===== src/rtl/imem_loader.sv =====
// imem_loader
//   Boot-time instruction memory writer. Receives a byte stream over a
//   valid/ready handshake: LEN_HI, LEN_LO, N big-endian 16-bit words, CHK.
//   Each word is written to consecutive addresses starting at 0.
//   CHK must equal the XOR of every byte before it.
//   The CPU is held in reset until a load completes with a good checksum.
//
// Ports
//   clk_pi         system clock, rising edge
//   reset_n_pi     asynchronous active-low reset
//   start_pi       one-cycle pulse; begins a load from IDLE, DONE or ERROR
//   byte_valid_pi  source presents a byte
//   byte_data_pi   byte value
//   byte_ready_po  loader accepts a byte (transfer when valid & ready)
//   wr_en_po       instruction memory write strobe, one cycle per word
//   wr_addr_po     word address of the write
//   wr_data_po     instruction word of the write
//   cpu_reset_po   active-high reset to the processor
//   done_po        load completed with a good checksum
//   error_po       load failed (oversize length or bad checksum)
module imem_loader #(
  parameter int ADDR_WIDTH = 8
) (
  input  logic                  clk_pi,
  input  logic                  reset_n_pi,
  input  logic                  start_pi,
  input  logic                  byte_valid_pi,
  input  logic [7:0]            byte_data_pi,
  output logic                  byte_ready_po,
  output logic                  wr_en_po,
  output logic [ADDR_WIDTH-1:0] wr_addr_po,
  output logic [15:0]           wr_data_po,
  output logic                  cpu_reset_po,
  output logic                  done_po,
  output logic                  error_po
);

  localparam int          DEPTH   = 1 << ADDR_WIDTH;
  localparam logic [16:0] DEPTH_W = 17'(DEPTH);

  typedef enum logic [2:0] {
    IDLE, LEN_HI, LEN_LO, DATA_HI, DATA_LO, CHECK, DONE, ERROR
  } state_t;

  state_t              state;
  logic [7:0]          len_hi;
  logic [15:0]         len;
  logic [7:0]          data_hi;
  logic [7:0]          run_xor;
  // One bit wider than the address so that N = DEPTH can be counted.
  logic [ADDR_WIDTH:0] idx;

  logic        accept;
  logic [16:0] len_next;
  logic        last_word;

  // NOTE: every signal assigned in always_comb gets a default first, so no
  // path leaves it unassigned and no latch is inferred.
  always_comb begin
    byte_ready_po = 1'b0;
    case (state)
      LEN_HI, LEN_LO, DATA_HI, DATA_LO, CHECK: byte_ready_po = 1'b1;
      default:                                 byte_ready_po = 1'b0;
    endcase
  end

  assign accept    = byte_valid_pi && byte_ready_po;
  // Length as it will be once the LEN_LO byte is latched.
  assign len_next  = {1'b0, len_hi, byte_data_pi};
  // N >= 1 whenever DATA_LO is reached, so len - 1 never wraps here.
  assign last_word = (16'(idx) == len - 16'd1);

  // NOTE: all state is updated with non-blocking assignments so every
  // register samples the pre-edge values regardless of statement order.
  always_ff @(posedge clk_pi or negedge reset_n_pi) begin
    if (!reset_n_pi) begin
      state        <= IDLE;
      len_hi       <= '0;
      len          <= '0;
      data_hi      <= '0;
      run_xor      <= '0;
      idx          <= '0;
      wr_en_po     <= 1'b0;
      wr_addr_po   <= '0;
      wr_data_po   <= '0;
      cpu_reset_po <= 1'b1;
      done_po      <= 1'b0;
      error_po     <= 1'b0;
    end else begin
      wr_en_po <= 1'b0;
      case (state)
        IDLE, DONE, ERROR: begin
          if (start_pi) begin
            state        <= LEN_HI;
            idx          <= '0;
            run_xor      <= '0;
            done_po      <= 1'b0;
            error_po     <= 1'b0;
            cpu_reset_po <= 1'b1;
          end
        end
        LEN_HI: begin
          if (accept) begin
            len_hi  <= byte_data_pi;
            run_xor <= run_xor ^ byte_data_pi;
            state   <= LEN_LO;
          end
        end
        LEN_LO: begin
          if (accept) begin
            len     <= len_next[15:0];
            run_xor <= run_xor ^ byte_data_pi;
            if (len_next > DEPTH_W) begin
              state    <= ERROR;
              error_po <= 1'b1;
            end else if (len_next == 17'd0) begin
              state <= CHECK;
            end else begin
              state <= DATA_HI;
            end
          end
        end
        DATA_HI: begin
          if (accept) begin
            data_hi <= byte_data_pi;
            run_xor <= run_xor ^ byte_data_pi;
            state   <= DATA_LO;
          end
        end
        DATA_LO: begin
          if (accept) begin
            wr_en_po   <= 1'b1;
            wr_addr_po <= idx[ADDR_WIDTH-1:0];
            wr_data_po <= {data_hi, byte_data_pi};
            idx        <= idx + 1'b1;
            run_xor    <= run_xor ^ byte_data_pi;
            state      <= last_word ? CHECK : DATA_HI;
          end
        end
        CHECK: begin
          // The checksum byte is compared, never folded into run_xor.
          if (accept) begin
            if (byte_data_pi == run_xor) begin
              state        <= DONE;
              done_po      <= 1'b1;
              cpu_reset_po <= 1'b0;
            end else begin
              state    <= ERROR;
              error_po <= 1'b1;
            end
          end
        end
        default: state <= IDLE;
      endcase
    end
  end

endmodule


===== config.mk =====
export PLATFORM = sky130hd
export DESIGN_NAME = imem_loader
export DESIGN_NICKNAME = d
export VERILOG_FILES = /design/src/rtl/imem_loader.sv
export SDC_FILE = /design/constraint.sdc
export NUM_CORES = 1
export LEC_CHECK = 0
export CAP_MARGIN = 15
export CORE_AREA = 2 2 90 92
export DETAILED_ROUTE_END_ITERATION = 8
export DIE_AREA = 0 0 92 94
export GPL_TIMING_DRIVEN = 0
export PLACE_DENSITY = 0.75
export SYNTH_ARGS = -nofsm -noshare
export SYNTH_HDL_FRONTEND = slang
export SYNTH_SLANG_ARGS = --single-unit

===== constraint.sdc =====
create_clock -name clk_pi -period 2.1 [get_ports clk_pi]
set_clock_uncertainty 0.1 [all_clocks]
set_input_delay 0.42 -clock clk_pi [delete_from_list [all_inputs] [get_ports clk_pi]]
set_output_delay 0.42 -clock clk_pi [all_outputs]
set_load 0.05 [all_outputs]

==> metrics, run 1 <==
sw power=2.99 mW; commonest non-fill, non-tap cell in the layout=nand2_1; yosys warns=0; CTS max path bufs=2; Main synth FF type=dfrtp_1; Layout area overhead=22.6%; Placed Area=0.00431 mm^2; Worst Setup Path Type=reg2reg; DR vias=3001; Core Box Area=0.00761 mm^2; Layout Cells excl Fill=543; Tcrit/Tclk final=106%; Seq pwr share=36.9%; total CTS buffers=9; Critical Path Fanout Max=4; Yosys cell types=48; Gate power share=45.5%; CTS tree=built; Slew @ Worst Pin=0.644 ns; nets@finish=450; Initial Util=50.4%; Post-synth ARST share=100%; synthesized flop and latch total=80; 1st-pass router iterations=5; antenna violations before repair=0; Worst Hold Class=in2reg; Fin. Hold Viols=0; CP startpoint kind=flip-flop; diode count=0; Wirelength per Cell=16.4 um; CP Capture Type=flip-flop; # rows=32; pre-CTS WS=-0.362 ns; total number of H-tree levels=3; max_cap viols=0; Clock Latency Late Sink=0.36 ns; Synth Instances=382; peak supply drop=0.000800 V; GP Congestion=0.833; grt total ovfl=0; failing checks=setup timing; switching share of total power=41.6%; die height=94 um; clock network fraction of design power=17.6%; P per Cell Area=1530 mW/mm^2; Avg Cell Area, Syn=10.0 um^2; Via density=5.53; status=finished with violations; post-route cell area=0.00470 mm^2; RSZ-0062 raised after global routing=yes; Final WS setup=-0.126 ns; Pins Over Slew Limit=0; CP max stage cell=or4_4; Inst Count DP=516; DR DRC count=0; Die Wd=92 um; CP max stage delay=0.46 ns; Worst EP arrival=2.37 ns; Routed Antenna Nets=0; worst-path cell chain=buf_4 > nor3_4 > xnor2_1 > a2111oi_4 > nand4_1 > or4_4 > a211o_1; Die Area=0.00865 mm^2; final critical-path required period=2.23 ns; most frequent cells in the layout=nand2_1, dfrtp_1, mux2_2, clkdlybuf4s50_1, o21ai_0; Leakage=2.11 nW; final count of negative-setup-slack endpoints=1; Setup TNS=-0.126 ns; Int Pwr=4.20 mW; Syn Nets=396; port bufs=31; Top Ports=41; post-detail-place hpwl=6000 um; first-pass GRT wire length=14700 um; Cell Area, Synth=0.00383 mm^2; clock-pin slew on the worst setup and hold paths=0.09 ns; slew margin rel.=57.0%; WP data required=2.25 ns; fraction of layout cells with a size suffix above 1=20.6%; register area share after synthesis=52.3%; largest net degree at the start of global routing=47; Num Clock Sinks=80; Post-synth EDFFs=0; Tot GR Track Use=22.1%; Total Wirelength=8900 um; vias in the first global route=2899; fmax=449 MHz; Iter 0 DRT Violations=165; clock tree root buffer cell=clkbuf_8
-- path summary, 6_finish.rpt --
| path | startpoint | slack [ns] | endpoint | depth (start not counted) |
|---|---|---|---|---|
| min reg2reg | data_hi[5]$_DFFE_PN0P_ | 0.37 | wr_data_po[13]$_DFFE_PN0P_ | 2 |
| max in group asynchronous | reset_n_pi | 0.82 | cpu_reset_po$_DFFE_PN1P_ | 3 |
| max reg2reg | len[0]$_DFFE_PN0P_ | -0.13 | state[1]$_DFFE_PN0P_ | 7 |
| min in group asynchronous | reset_n_pi | 0.45 | wr_data_po[3]$_DFFE_PN0P_ | 2 |
| max | len[0]$_DFFE_PN0P_ | -0.13 | state[1]$_DFFE_PN0P_ | 7 |
| min | byte_data_pi[6] | 0.36 | wr_data_po[6]$_DFFE_PN0P_ | 3 |
-- metrics by stage --
stage / util (%) / power, mW / hold WS, ns
after floorplan: - / 4.80 / 0.0244
after global placement: 56.3 / 5.55 / 0.342
after detailed placement: 56.6 / 5.67 / 0.304
after CTS: 60.8 / 7.08 / 0.349
after global routing: 61.8 / 7.63 / 0.378
final: 61.8 / 7.19 / 0.358
-- per-layer routing --
layer,track usage (%),share of wire (%),routed length [um],vias to the layer above
met4,8.33,2.2,198,0
li1,-,-,-,1403
met1,30.3,44,3930,1512
met5,0,0,0,-
met3,3.21,4.1,366,19
met2,36.0,49,4400,67
-- critical path: cells and delay by family (launching register included) --
kind                      cells  cell delay [ns]
DFF                           1             0.41
buffers and inverters         1             0.16
AOI/OAI and AO/OA             2             0.56
and+or+nand+nor               3             0.76
xor gates and xnor gates      1             0.12
-- area by class of cell --
cell class / instances / area [um^2]
plain buffers: 21 / 105
clock buffers: 10 / 128
clock inverters: 6 / 91.3
fillers: 631 / 2910
inverters: 6 / 23.8
multi-input cells: 275 / 1800
flip-flops and latches: 80 / 2010
well taps: 102 / 128
repair buffers: 43 / 423
-- sequential cells by signal, indices dropped and copies added (netlist names), 3 cells and up --
signal	flops
data_hi	8
idx	9
wr_data_po	16
wr_addr_po	8
run_xor	8
len_hi	8
state	3
len	16
-- power by group through the flow --
| stage | combinational, mW | clock, mW | sequential [mW] |
|---|---|---|---|
| CTS | 3.18 | 1.27 | 2.63 |
| global placement | 2.94 | 0 | 2.61 |
| global route | 3.55 | 1.34 | 2.74 |
| detailed placement | 3.02 | 0 | 2.64 |
| finish | 3.27 | 1.27 | 2.65 |
| floorplan | 1.63 | 0 | 3.17 |
-- kinds of logic after synthesis --
group,Yosys count,synth area share [%]
AOI/OAI and AO/OA,45,7.28
xor gates and xnor gates,29,6.63
adders and majority gates,2,0.653
buffers and inverters,27,3.17
DFF,80,52.3
muxes,33,9.63
and+or+nand+nor,166,20.4
-- Yosys cell counts, drive strengths merged, types with 2 or more instances --
cell / instances / share of area, %
xnor2: 14 / 3.2
a21oi: 5 / 0.65
xor2: 15 / 3.4
nand4: 8 / 1.3
nor3b: 2 / 0.39
mux2: 31 / 9.1
and2: 3 / 0.49
nor2: 16 / 1.6
dfrtp: 79 / 52
and3: 4 / 0.65
nand3: 4 / 0.52
buf: 4 / 0.65
mux2i: 2 / 0.52
nor4: 6 / 0.98
or2b: 2 / 0.46
inv: 5 / 0.49
a211o: 2 / 0.46
o21ai: 27 / 3.6
or4: 2 / 0.39
ha: 2 / 0.65
nand2: 97 / 9.5
nand2b: 8 / 1.3
clkbuf: 17 / 1.9
nor3: 9 / 1.9
-- what timing repair did --
item,4_1_cts,5_1_grt
endpoints found under the hold margin,34,0
pin swaps,4,4
endpoints found under the setup margin,29,32
hold buffers,1,0
gates resized for setup,26,8
buffers inserted,2,8
(Power assumes the default switching activity.)
==> run 2: changes to the inputs <==
--- a/config.mk
+++ b/config.mk
@@ -6,11 +6,10 @@
 export NUM_CORES = 1
 export LEC_CHECK = 0
 export CAP_MARGIN = 15
-export CORE_AREA = 2 2 90 92
+export CORE_AREA = 2 2 107 109
 export DETAILED_ROUTE_END_ITERATION = 8
-export DIE_AREA = 0 0 92 94
+export DIE_AREA = 0 0 109 111
 export GPL_TIMING_DRIVEN = 0
-export PLACE_DENSITY = 0.75
 export SYNTH_ARGS = -nofsm -noshare
 export SYNTH_HDL_FRONTEND = slang
 export SYNTH_SLANG_ARGS = --single-unit
==> run 2 against run 1 <==
  * Cell area is 0.75% higher
  * Core utilization is 19 points lower
  * Worst hold slack better by 0.0064 ns
  * Sequential share of layout area is 0.34 points lower
  * Largest power group unchanged
  * The flow still finishes with violations (setup timing)
  * Clock power is 15% higher
  * Critical path type unchanged
  * Largest cell class unchanged
  * Highest routed layer unchanged
==> metrics, run 2 (synthesized netlist as in run 1, its figures left out) <==
met2 Use GR=24.2%; P per Cell Area=1530 mW/mm^2; FF-to-FF path depth=7; CTS tree=built; Worst Setup Path Type=reg2reg; DR vias=2900; pre-CTS WS=-0.335 ns; fin util=42.8%; final critical-path required period=2.28 ns; biggest regs=len (16), wr_data_po (16), idx (9); max_cap viols=0; Pins Over Slew Limit=0; clock tree root buffer cell=clkbuf_16; Slew @ Worst Pin=0.675 ns; Wirelength per Cell=15.7 um; Core Box Area=0.0111 mm^2; r2r setup slk=-0.18 ns; CP startpoint kind=flip-flop; met3 Usage GRT=3.00%; Worst EP arrival=2.40 ns; worst hold path depth=2; Layout area overhead=23.5%; Setup TNS=-0.201 ns; failing checks=setup timing; Total Wirelength=9090 um; nets@finish=444; layer carrying the most global-route usage=met2; Int Pwr=4.27 mW; met1 usage=23.6%; commonest non-fill, non-tap cell in the layout=nand2_1; fmax=439 MHz; 1st-pass router iterations=4; most frequent cells in the layout=nand2_1, dfrtp_1, mux2_2, clkdlybuf4s50_1, o21ai_0; total number of H-tree levels=3; # rows=39; Leakage=2.09 nW; peak supply drop=0.000905 V; Critical Path Fanout Max=7; clock network fraction of design power=20.1%; CP Capture Type=flip-flop; Initial Util=34.6%; RSZ-0062 raised after global routing=yes; Fin. Hold Viols=0; total CTS buffers=9; DR DRC count=0; Final WS setup=-0.179 ns; Clock Latency Late Sink=0.33 ns; Tot GR Track Use=16.3%; Die Area=0.0121 mm^2; switching share of total power=41.2%; Critical R2R Capture=state[1]$_DFFE_PN0P_; Via density=5.02; final count of negative-setup-slack endpoints=2; Seq pwr share=36.2%; Num Clock Sinks=80; slew margin rel.=55.0%; WP data required=2.22 ns; Inst Count DP=557; CTS max path bufs=2; Endpoint, Worst Hold=wr_data_po[14]$_DFFE_PN0P_; Hold Path Origin=data_hi[6]$_DFFE_PN0P_; vias in the first global route=2836; antenna violations before repair=0; post-route cell area=0.00474 mm^2; diode count=0; Reg-to-Reg Start=len[0]$_DFFE_PN0P_; port bufs=31; Worst Hold Class=reg2reg; Tcrit/Tclk final=109%; sw power=3.00 mW; Layout Cells excl Fill=578; post-detail-place hpwl=6230 um; status=finished with violations; grt total ovfl=0; die height=111 um; first-pass GRT wire length=15100 um; Top Ports=41; Placed Area=0.00435 mm^2; Routed Antenna Nets=0; GP Congestion=0.785; Iter 0 DRT Violations=117; fraction of layout cells with a size suffix above 1=19.5%; clock-pin slew on the worst setup and hold paths=0.06 ns; Gate power share=43.7%; largest net degree at the start of global routing=42; Die Wd=109 um
==> run 2: cell types whose count changed in the layout (fill, tap and decap cells not counted), moves of 2 or more <==
cell / before / now
clkbuf_8: 10 / 1
nand2_1: 97 / 95
clkbuf_16: 0 / 9
nand2_2: 0 / 2
clkinvlp_4: 0 / 2
inv_6: 1 / 3
buf_4: 11 / 6
bufinv_16: 2 / 0
==> run 2: metal layers <==
| metal | part of all wire, % | vias to the layer above |
|---|---|---|
| met1 | 47 | 1441 |
| met5 | 0 | - |
| met3 | 4.4 | 8 |
| li1 | - | 1397 |
| met2 | 47 | 54 |
| met4 | 1.5 | 0 |
==> run 2: worst max path at each step <==
stage                                   from                    to  slack (ns)  cells past startpoint
after global routing      len[1]$_DFFE_PN0P_  state[1]$_DFFE_PN0P_       -0.31                      8
after floorplan           len[0]$_DFFE_PN0P_  state[1]$_DFFE_PN0P_       -0.08                      8
final                     len[0]$_DFFE_PN0P_  state[1]$_DFFE_PN0P_       -0.18                      7
after CTS                 len[1]$_DFFE_PN0P_  state[1]$_DFFE_PN0P_       -0.18                      8
after global placement            reset_n_pi    len[4]$_DFFE_PN0P_       -2.35                      1
after detailed placement  len[0]$_DFFE_PN0P_  state[1]$_DFFE_PN0P_       -0.33                      8
==> run 2: final cells by class <==
cell class	count	area (um^2)
Fill cell	1082	6340
Sequential cell	80	2000
Multi-Input combinational cell	275	1780
Timing Repair Buffer	37	364
Clock buffer	9	225
Tap cell	143	179
Buffer	21	105
Clock inverter	7	55.1
Inverter	6	23.8
==> run 2: power groups by stage <==
stage	Combinational, mW	Sequential, mW	Clock (mW)
after floorplan	1.63	3.17	0
after global placement	2.96	2.62	0
after detailed placement	3.03	2.65	0
after CTS	3.13	2.62	1.49
after global routing	3.45	2.71	1.55
final	3.17	2.63	1.46
==> run 2: timing repair <==
item / CTS / global route
hold buffers: 1 / 0
pin swaps: 6 / 3
buffers inserted: 4 / 0
setup endpoints to repair: 32 / 31
endpoints found under the hold margin: 39 / 0
gates resized for setup: 18 / 13
==> run 2: worst max-delay path, cell delays in order (launching register included) <==
cell and delay, ns:
dfrtp_2 0.41, inv_2 0.08, ha_4 0.18, nand3_1 0.13, a2111oi_4 0.35, nand4_1 0.13
or4_4 0.52, a211o_1 0.27
==> run 2: stage by stage <==
| step | power [mW] | hold WS, ns |
|---|---|---|
| after floorplan | 4.80 | 0.0244 |
| after global placement | 5.59 | 0.342 |
| after detailed placement | 5.68 | 0.336 |
| after CTS | 7.25 | 0.369 |
| after global routing | 7.72 | 0.382 |
| final | 7.26 | 0.364 |
==> run 3: changes to the inputs <==
--- a/config.mk
+++ b/config.mk
@@ -6,10 +6,13 @@
 export NUM_CORES = 1
 export LEC_CHECK = 0
 export CAP_MARGIN = 15
-export CORE_AREA = 2 2 107 109
+export CELL_PAD_IN_SITES_DETAIL_PLACEMENT = 1
+export CELL_PAD_IN_SITES_GLOBAL_PLACEMENT = 2
+export CORE_AREA = 2 2 111 113
 export DETAILED_ROUTE_END_ITERATION = 8
-export DIE_AREA = 0 0 109 111
+export DIE_AREA = 0 0 113 115
 export GPL_TIMING_DRIVEN = 0
+export PLACE_DENSITY_LB_ADDON = 0.1
 export SYNTH_ARGS = -nofsm -noshare
 export SYNTH_HDL_FRONTEND = slang
 export SYNTH_SLANG_ARGS = --single-unit
==> run 3 against run 2 <==
  * The run ends with DRC, setup timing left
  * Largest power group unchanged
  * Clock-buffer cell count unchanged
  * First-iteration DRC count increased by 8.5%
  * Register-to-register slack about the same
  * Global-route usage increased by 0.35 points
  * Via count decreased by 0.38%
  * Clock power increased by 5%
  * Combinational power increased by 2%
  * Highest routed layer unchanged
  * Power increased by 1.4%
  * Sequential share of layout area decreased by 0.29 points
==> metrics, run 3 (synthesized netlist as in run 1, its figures left out) <==
Top Ports=41; Seq pwr share=35.6%; Setup TNS=-0.269 ns; FF-to-FF path depth=8; Fin. Hold Viols=0; Endpoint, Worst Hold=wr_data_po[8]$_DFFE_PN0P_; Critical R2R Capture=state[1]$_DFFE_PN0P_; worst hold path depth=2; Core Box Area=0.0118 mm^2; worst-path cell chain=inv_2 > ha_4 > xor2_1 > nand2_1 > a2111oi_2 > nand4_1 > or4_4 > a211o_1; failing checks=DRC, setup timing; Worst Hold Class=reg2reg; Int Pwr=4.39 mW; Tcrit/Tclk final=108%; Critical Path Fanout Max=2; Via density=4.95; Worst EP arrival=2.39 ns; DR vias=2889; port bufs=31; Fillers=1347; CP delay by family, top=simple AND/OR/NAND/NOR gates; die height=115 um; Hold Path Origin=data_hi[0]$_DFFE_PN0P_; # rows=40; WP data required=2.21 ns; max_cap viols=0; Layout Cells excl Fill=584; GP Congestion=0.792; final count of negative-setup-slack endpoints=2; Leakage=2.11 nW; total number of H-tree levels=3; peak supply drop=0.000758 V; fmax=440 MHz; CP startpoint kind=flip-flop; total CTS buffers=9; critical path depth in cells=8; Num Clock Sinks=80; clock network fraction of design power=20.8%; met1 usage=23.0%; met2 Use GR=26.3%; r2r setup slk=-0.17 ns; Tot GR Track Use=16.7%; biggest regs=len (16), wr_data_po (16), idx (9); antenna violations before repair=0; grt total ovfl=0; 1st-pass router iterations=6; Slew @ Worst Pin=0.654 ns; slew margin rel.=56.1%; Initial Util=32.5%; fin util=40.4%; status=finished with violations; CTS max path bufs=2; commonest non-fill, non-tap cell in the layout=nand2_1; Die Area=0.0130 mm^2; Inst Count DP=561; Gate power share=43.7%; Routed Antenna Nets=0; Multi-input gate area=0.00176 mm^2; DR DRC count=2; Clock Latency Late Sink=0.34 ns; Sequential Area=0.00200 mm^2; P per Cell Area=1550 mW/mm^2; vias in the first global route=2937; Worst Setup Path Type=reg2reg; layer carrying the most global-route usage=met2; Layout area overhead=24.4%; Iter 0 DRT Violations=127; CTS tree=built; fraction of layout cells with a size suffix above 1=19.7%; first-pass GRT wire length=16400 um; met3 Usage GRT=2.74%; largest net degree at the start of global routing=53; diode count=0; Final WS setup=-0.173 ns; CP max stage delay=0.51 ns; clock tree root buffer cell=clkbuf_16; Pins Over Slew Limit=0; switching share of total power=40.4%; Reg-to-Reg Start=len[1]$_DFFE_PN0P_; Wirelength per Cell=17.0 um; most frequent cells in the layout=nand2_1, dfrtp_1, mux2_2, clkdlybuf4s50_1, o21ai_0; CP Capture Type=flip-flop; post-detail-place hpwl=6810 um; Total Wirelength=9920 um; clock-pin slew on the worst setup and hold paths=0.06 ns; CP max stage cell=or4_4; RSZ-0062 raised after global routing=yes; CP Buf/Inv Count=1; Die Wd=113 um; final critical-path required period=2.27 ns; nets@finish=448; sw power=2.98 mW
==> run 3: cell types whose count changed in the layout (fill, tap and decap cells not counted), moves of 2 or more <==
cell	delta
inv_6	-2
buf_4	+3
buf_2	-2
nand2_1	+2
nand2_2	-2
clkbuf_2	+2
==> run 3: power by group through the flow <==
stage	Combinational, mW	Clock [mW]	Sequential, mW
after floorplan	1.63	0	3.17
after global placement	3.02	0	2.64
after detailed placement	3.07	0	2.66
after CTS	3.21	1.59	2.63
after global routing	3.54	1.65	2.72
final	3.22	1.53	2.62
==> run 3: area by class of cell <==
class,count,area share (%)
buffer,21,2.20
clock buffer,9,4.72
clock inverter,5,1.23
inverter,6,0.499
multi-input combinational,275,36.9
sequential,80,42.0
tap,147,3.86
timing repair buffer,41,8.50
==> run 3: repair_timing <==
item | CTS | global route
setup buffers | 5 | 3
setup endpoints to repair | 50 | 27
gates resized for setup | 22 | 4
endpoints found under the hold margin | 27 | 0
pin swaps | 2 | 0
hold buffers | 1 | 0
==> run 3: stage by stage <==
step	total power, mW	area, um^2	worst slack (ns)	hold slack [ns]
final	7.37	4770	-0.173	0.369
after global routing	7.91	4770	-0.314	0.393
after CTS	7.44	4730	-0.192	0.371
after detailed placement	5.73	4370	-0.373	0.289
after global placement	5.65	4340	-2.58	0.352
after floorplan	4.80	3850	-0.0776	0.0244
==> run 3: worst max path at each step <==
stage	startpoint	to	slack, ns
floorplan	len[0]$_DFFE_PN0P_	state[1]$_DFFE_PN0P_	-0.08
global placement	reset_n_pi	wr_data_po[2]$_DFFE_PN0P_	-2.58
detailed placement	byte_valid_pi	len[13]$_DFFE_PN0P_	-0.37
CTS	len[1]$_DFFE_PN0P_	state[1]$_DFFE_PN0P_	-0.19
global route	len[1]$_DFFE_PN0P_	state[1]$_DFFE_PN0P_	-0.31
finish	len[1]$_DFFE_PN0P_	state[1]$_DFFE_PN0P_	-0.17
==> run 3: per-layer routing <==
| layer | part of all wire (%) | vias to the layer above |
|---|---|---|
| met4 | 1.7 | 0 |
| met1 | 49 | 1462 |
| met3 | 2.1 | 12 |
| li1 | - | 1385 |
| met5 | 0 | - |
| met2 | 47 | 30 |
==> run 3: worst register-to-register path: cells and delay by family, from the launching register on <==
| kind | cells | cell delay [ns] |
|---|---|---|
| AOI/OAI and AO/OA | 2 | 0.51 |
| xor gates and xnor gates | 1 | 0.14 |
| adders and majority gates | 1 | 0.26 |
| buffers and inverters | 1 | 0.06 |
| DFF | 1 | 0.36 |
| and+or+nand+nor | 3 | 0.72 |
